[src/rtl/bus_arbiter.sv]
// bus_arbiter: shares one memory bus between a fetch port and a data port, with a starvation guard for fetches.
module bus_arbiter #(
  parameter int ADDR_WIDTH = 32,
  parameter int DATA_WIDTH = 32,
  parameter int MAX_WAIT = 4
) (
  input  logic                    clock,
  input  logic                    reset,
  input  logic                    i_request,
  input  logic [ADDR_WIDTH-1:0]   i_address,
  output logic [DATA_WIDTH-1:0]   i_data,
  output logic                    i_done,
  input  logic                    d_request,
  input  logic                    d_write,
  input  logic [ADDR_WIDTH-1:0]   d_address,
  input  logic [DATA_WIDTH-1:0]   d_wdata,
  input  logic [DATA_WIDTH/8-1:0] d_select,
  output logic [DATA_WIDTH-1:0]   d_data,
  output logic                    d_done,
  output logic                    m_enable,
  output logic                    m_write,
  output logic [ADDR_WIDTH-1:0]   m_address,
  output logic [DATA_WIDTH-1:0]   m_wdata,
  output logic [DATA_WIDTH/8-1:0] m_select,
  input  logic                    m_ready,
  input  logic [DATA_WIDTH-1:0]   m_rdata,
  output logic                    stall
);
  localparam int SW = $clog2(MAX_WAIT + 1);
  typedef enum logic [1:0] {IDLE, I_BUSY, D_BUSY} state_t;
  state_t state, state_nx;
  logic [SW-1:0] starve;
  logic i_req, d_req, go_d, go_i, fin;
  // A requester still holding its request during its own done cycle is not asking again
  assign i_req = i_request & ~i_done;
  assign d_req = d_request & ~d_done;
  assign stall = i_req | d_req | (state != IDLE);
  always_comb begin
    go_d = (state == IDLE) && d_req && !(i_req && starve == SW'(MAX_WAIT));
    go_i = (state == IDLE) && i_req && !go_d;
    fin = (state != IDLE) && m_ready;
    state_nx = go_d ? D_BUSY : go_i ? I_BUSY : fin ? IDLE : state;
  end
  always_ff @(posedge clock or posedge reset)
    if (reset) state <= IDLE;
    else state <= state_nx;
  always_ff @(posedge clock or posedge reset) begin
    if (reset) begin
      starve <= '0;
      m_enable <= 1'b0;
      m_write <= 1'b0;
      m_address <= '0;
      m_wdata <= '0;
      m_select <= '0;
      i_done <= 1'b0;
      d_done <= 1'b0;
      i_data <= '0;
      d_data <= '0;
    end else begin
      i_done <= 1'b0;
      d_done <= 1'b0;
      if (go_d) begin
        m_enable <= 1'b1;
        m_write <= d_write;
        m_address <= d_address;
        m_wdata <= d_wdata;
        m_select <= d_select;
        if (i_req && starve != SW'(MAX_WAIT)) starve <= starve + SW'(1);
      end else if (go_i) begin
        m_enable <= 1'b1;
        m_write <= 1'b0;
        m_address <= i_address;
        m_wdata <= '0;
        m_select <= '1;
        starve <= '0;
      end else if (fin) begin
        m_enable <= 1'b0;
        if (state == I_BUSY) begin
          i_done <= 1'b1;
          i_data <= m_rdata;
        end else begin
          d_done <= 1'b1;
          if (!m_write) d_data <= m_rdata;
        end
      end
    end
  end
endmodule

[config.mk]
export PLATFORM = sky130hd
export DESIGN_NAME = bus_arbiter
export DESIGN_NICKNAME = d
export VERILOG_FILES = /design/src/rtl/bus_arbiter.sv
export SDC_FILE = /design/constraint.sdc
export NUM_CORES = 1
export LEC_CHECK = 0
export CORE_MARGIN = 10
export CORE_UTILIZATION = 40
export CTS_CLUSTER_DIAMETER = 100
export DETAILED_ROUTE_END_ITERATION = 16
export PLACE_DENSITY = 0.89
export REMOVE_ABC_BUFFERS = 1
export SYNTH_ARGS = -nofsm -noshare
export SYNTH_HDL_FRONTEND = slang
export SYNTH_SLANG_ARGS = --single-unit
[constraint.sdc]
create_clock -name clock -period 6.6 [get_ports clock]
set_clock_uncertainty 0.1 [all_clocks]
set_input_delay 1.32 -clock clock [delete_from_list [all_inputs] [get_ports clock]]
set_output_delay 1.32 -clock clock [all_outputs]
set_load 0.02 [all_outputs]
# Word level (Yosys, flattened, before mapping)
# Index checks and enable logic that the tools add are counted.
[totals] reg_bits=141 output_inout_bits=137 word_cells=67
[op_classes] addsub=1 eq_ne=4 n_mux=25 n_bitwise=10 n_reduce_logical=16
[op_table] op="$mux 32" n=4
[op_table] op="$mux 1" n=13
[op_table] op="$mux 3" n=3
[op_table] op="$mux 4" n=2
[op_table] op="$logic_and 1x1->1" n=7
[op_table] op="$mux 2" n=3
[op_table] op="$not 1->1" n=6
[op_table] op="$reduce_and 5->1" n=1
[op_table] op="$reduce_and 4->1" n=1
[op_table] op="$reduce_bool 2->1" n=2
[op_table] op="$add 3x1->3 const B" n=1
[op_table] op="$eq 3x3->1 const B" n=1
[op_table] op="$ne 3x3->1 const B" n=1
[op_table] op="$reduce_bool 3->1" n=1
[op_table] op="$and 1x1->1" n=2
[op_table] op="$eq 2x1->1 const B" n=1
[op_table] op="$logic_not 1->1" n=2
[op_table] op="$logic_not 2->1" n=1
[op_table] op="$ne 2x1->1 const B" n=1
[op_table] op="$or 1x1->1" n=2
[op_table] op="$reduce_and 2->1" n=1

# Longest topological paths before layout
[logic_depth] word_depth=9 ltp_mapped=7 depth_no_buf=5

# Worst setup path before layout
# Ideal clock, no wire load.
[synth_path] path_type="input to output" start="input i_request" end="output stall" t_arrival_ps=1595 path_slack_ps=3585 cell_stages=2 path_buffers=0 path_cell_list="nand2b_1 nand3_1"
[synth_between] elab_chain_len=3
[synth_rtl] item="from (decl)" line_no="9" text="input logic i_request,"
[synth_rtl] item="$and 1x1->1" line_no="35" text="assign i_req = i_request & ~i_done;"
[synth_rtl] item="$or 1x1->1 (2 in series)" line_no="37" text="assign stall = i_req | d_req | (state != IDLE);"
[synth_rtl] item="to (decl)" line_no="27" text="output logic stall"
# Every way passes these cells.

# Worst setup path in the final report
[layout_path] start="input d_request" end="output stall"
[layout_between] elab_chain_len=3
[layout_rtl] item="from (decl)" line_no="13" text="input logic d_request,"
[layout_rtl] item="$and 1x1->1" line_no="36" text="assign d_req = d_request & ~d_done;"
[layout_rtl] item="$or 1x1->1 (2 in series)" line_no="37"
# Every way passes these cells.

==> results.md <==
| Quantity | Reported |
|---|---|
| Layout Nets | 780 |
| Number of buffers added to fix hold violations after cts | 0 |
| CTS root buffer | clkbuf_16 |
| Initial antenna violation count | 1 |
| Die Footprint | 18,900 um2 |
| Global-route wire length before repair | 27,100 um |
| Synth Instances | 372 |
| Total via count after detailed routing | 4,386 |
| Clock Pin Slew Worst Setup and Hold Paths | 60 ps |
| Die Span X | 137 um |
| Final setup vio count | 0 |
| Sum of negative setup slack | 0 ps |
| Avg Cell Area, Syn | 14.8 um2 |
| Cell Area, Synth | 5520 um2 |
| Run status | finished, final reports clean |
| Required time of the worst setup path | 5180 ps |
| Post_cts resized | 0 |
| Top cells by area in the synthesized netlist | dfrtp_1 64%, mux2_2 13%, a221o_1 5.8% |
| Pin count of the biggest net entering global routing | 86 |
| Min Clock Period, post-route | 4110 ps |
| Detailed router's first-iteration violation count | 248 |
| Area after detailed placement | 8350 um2 |
| Share of post-route cells with drive strength above 1 | 15.8% |
| Die height | 137 um |
| Warning count from the yosys run | 0 |
| Total clock buffers created by CTS | 17 |
| Share of flip-flops with an asynchronous set or reset after synthesis | 100% |
| Routed length per placed instance | 21.9 um |
| Area used by multi-input combinational logic | 1810 um2 |
| Fraction of the yosys area taken by sequential cells | 64.0% |
| Antenna Cells | 0 |
| Hold path startpoint | m_wdata[20] |
| Standard-cell row count | 42 |
| Highest-count cells in the layout ignoring fill and taps | 274 x clkdlybuf4s50_1, 141 x dfrtp_1, 63 x mux2_2, 33 x a22o_1 |
| Number of distinct library cell variants in the gate-level netlist after synthesis | 31 |
| Count of input and output buffers | 274 |
| Cell type with the highest aggregate area in the netlist | dfrtp_1 |
| H-tree level count | 4 |
| Remaining Overflow, GRT | 0 |
| I/O pin total | 275 |
| Final Wtd Congestion | 0.820 |
| Wire length after detailed routing | 18,100 um |
| Slew at the pin with the worst max-slew slack | 1310 ps |
| First element of the critical path | d_request |
| Iteration count of the initial detailed-routing pass | 4 |
| Critical Path End Type | output port |
| Most frequent standard cell in the layout excluding fill and tap cells | clkdlybuf4s50_1 |
| Post-route cell area | 8970 um2 |
| Post-synth top area share | 64.0% |
| Leak Pwr | 3.92 nW |
| Total power density per cell area | 527 nW/um2 |
| Leading register cell type out of synthesis | dfrtp_1 |
| Register area | 3530 um2 |
| Headroom to the max-slew limit | 12.4% |
| # clock sinks | 141 |
| Clock tree from TritonCTS | built |
| Crit path max fanout | 4 |
| Clock network latency to the later pin of the worst-skew pair | 410 ps |
| Startpoint class of the critical path | primary input |
| Via density per instance | 5.29 |
| Placeable core area | 13,400 um2 |
| Type of the tightest min-delay check | reg -> reg |
| Post-synthesis sequential element count | 141 |
| Arrival time worst endpoint | 2690 ps |
| GR Util All Layers | 18.7% |
| Portion of the clock cycle consumed by the worst path in the final layout | 62.3% |
| Vias in the first global route | 4,821 |
| Post-CTS repair timing setup buffer count | 0 |
| DRC Markers | 0 |
| Number of max-capacitance violations reported | 0 |
| Layout area overhead | 62.7% |
| Startpoint of the worst-slack reg-to-reg timing path | starve[0] |
| Number of synthesized flops with an enable pin | 0 |
| Final Hold Violating Endpoints | 0 |
| Fin. max-slew vios | 0 |
| Filler instances | 963 |
| Setup repair after global routing missed its margin | no |
| Max IR drop VDD | 0.237 mV |
| Detailed placer's ending HPWL | 13,500 um |
| Starting utilization of the core area | 41.2% |
| Maximum clock frequency | 243 MHz |
| Max clock buf depth | 2 |
| Antenna Nets Post-Route | 0 |
| WS Path Type | in -> out |
[metal layers]
layer / vias to the layer above / part of all wire [%] / GRT usage (%)
met5: - / 0 / 0
met4: 0 / 2.4 / 7.44
met3: 29 / 9.5 / 7.68
met2: 213 / 51 / 32.5
met1: 2205 / 37 / 19.7
li1: 1939 / - / -
[state kept, by name (all words and copies together), names as in the netlist]
register   flops
d_data        32
m_select       4
m_address     32
m_write        1
m_enable       1
d_done         1
state          2
i_data        32
starve         3
m_wdata       32
i_done         1
[cell type report]
| class | instances | share of cell area, % |
|---|---|---|
| Sequential cell | 141 | 39.3 |
| Timing Repair Buffer | 277 | 30.8 |
| Multi-Input combinational cell | 197 | 20.1 |
| Clock buffer | 18 | 4.89 |
| Tap cell | 176 | 2.45 |
| Clock inverter | 14 | 2.06 |
| Inverter | 6 | 0.307 |
[cell usage after synthesis, types with 2 or more instances]
master,n
and3_1,32
nand2b_1,3
a221o_1,32
o22a_1,4
inv_1,6
clkbuf_1,11
a22o_1,33
nand2_1,4
mux2_2,63
dfrtp_1,141
nand3_1,3
o21ai_0,4
a21o_1,2
buf_6,5
buf_2,10
nor4b_1,2
and2_1,2
ha_1,2
[cell families (layout without fill, tap and decap cells)]
group                      Yosys count  in the layout  share of synthesized area [%]
AOI/OAI and AO/OA                   79             79                           13.0
adders and majority gates            2              2                          0.454
buffers and inverters               34            315                           3.29
DFF                                141            141                           64.0
muxes                               64             64                           13.1
and+or+nand+nor                     52             52                           6.21
[report_power, final]
| group | switching, W | leakage (nW) | total [W] | internal [W] |
|---|---|---|---|---|
| logic | 0.00107 | 1.90 | 0.00221 | 0.00114 |
| registers | 0.000250 | 1.72 | 0.00152 | 0.00127 |
| clock network | 0.000383 | 0.296 | 0.000996 | 0.000613 |
| total | 0.00170 | 3.92 | 0.00472 | 0.00302 |
[per-stage QoR]
| step | setup slack (ps) | hold slack, ps | std cells | power (W) | util (%) |
|---|---|---|---|---|---|
| final | 2490 | 397 | 829 | 0.00472 | 67.0 |
| after global routing | 2370 | 411 | 829 | 0.00495 | 67.0 |
| after CTS | 2480 | 396 | 829 | 0.00477 | 67.0 |
| after detailed placement | 2180 | 377 | 797 | 0.00375 | 62.3 |
| after global placement | 2320 | 372 | 797 | 0.00367 | 62.3 |
| after floorplan | 1400 | 373 | 344 | 0.00261 | - |
[worst max-delay path, cell delays in order]
cell and delay (ps):
clkdlybuf4s50_1 510, nand2b_1 120, nand3_1 100, clkdlybuf4s50_1 640
[worst paths after layout]
kind / to / slack (ps) / cells past startpoint
min in group asynchronous: d_data[28] / 1340 / 2
setup / recovery: stall / 2490 / 4
setup reg to reg: m_wdata[10] / 3400 / 5
max in group asynchronous: i_data[6] / 3850 / 3
hold reg to reg: m_wdata[20] / 400 / 1
hold / removal: m_wdata[20] / 400 / 1
Note: power is estimated with default switching activity, not from simulation.
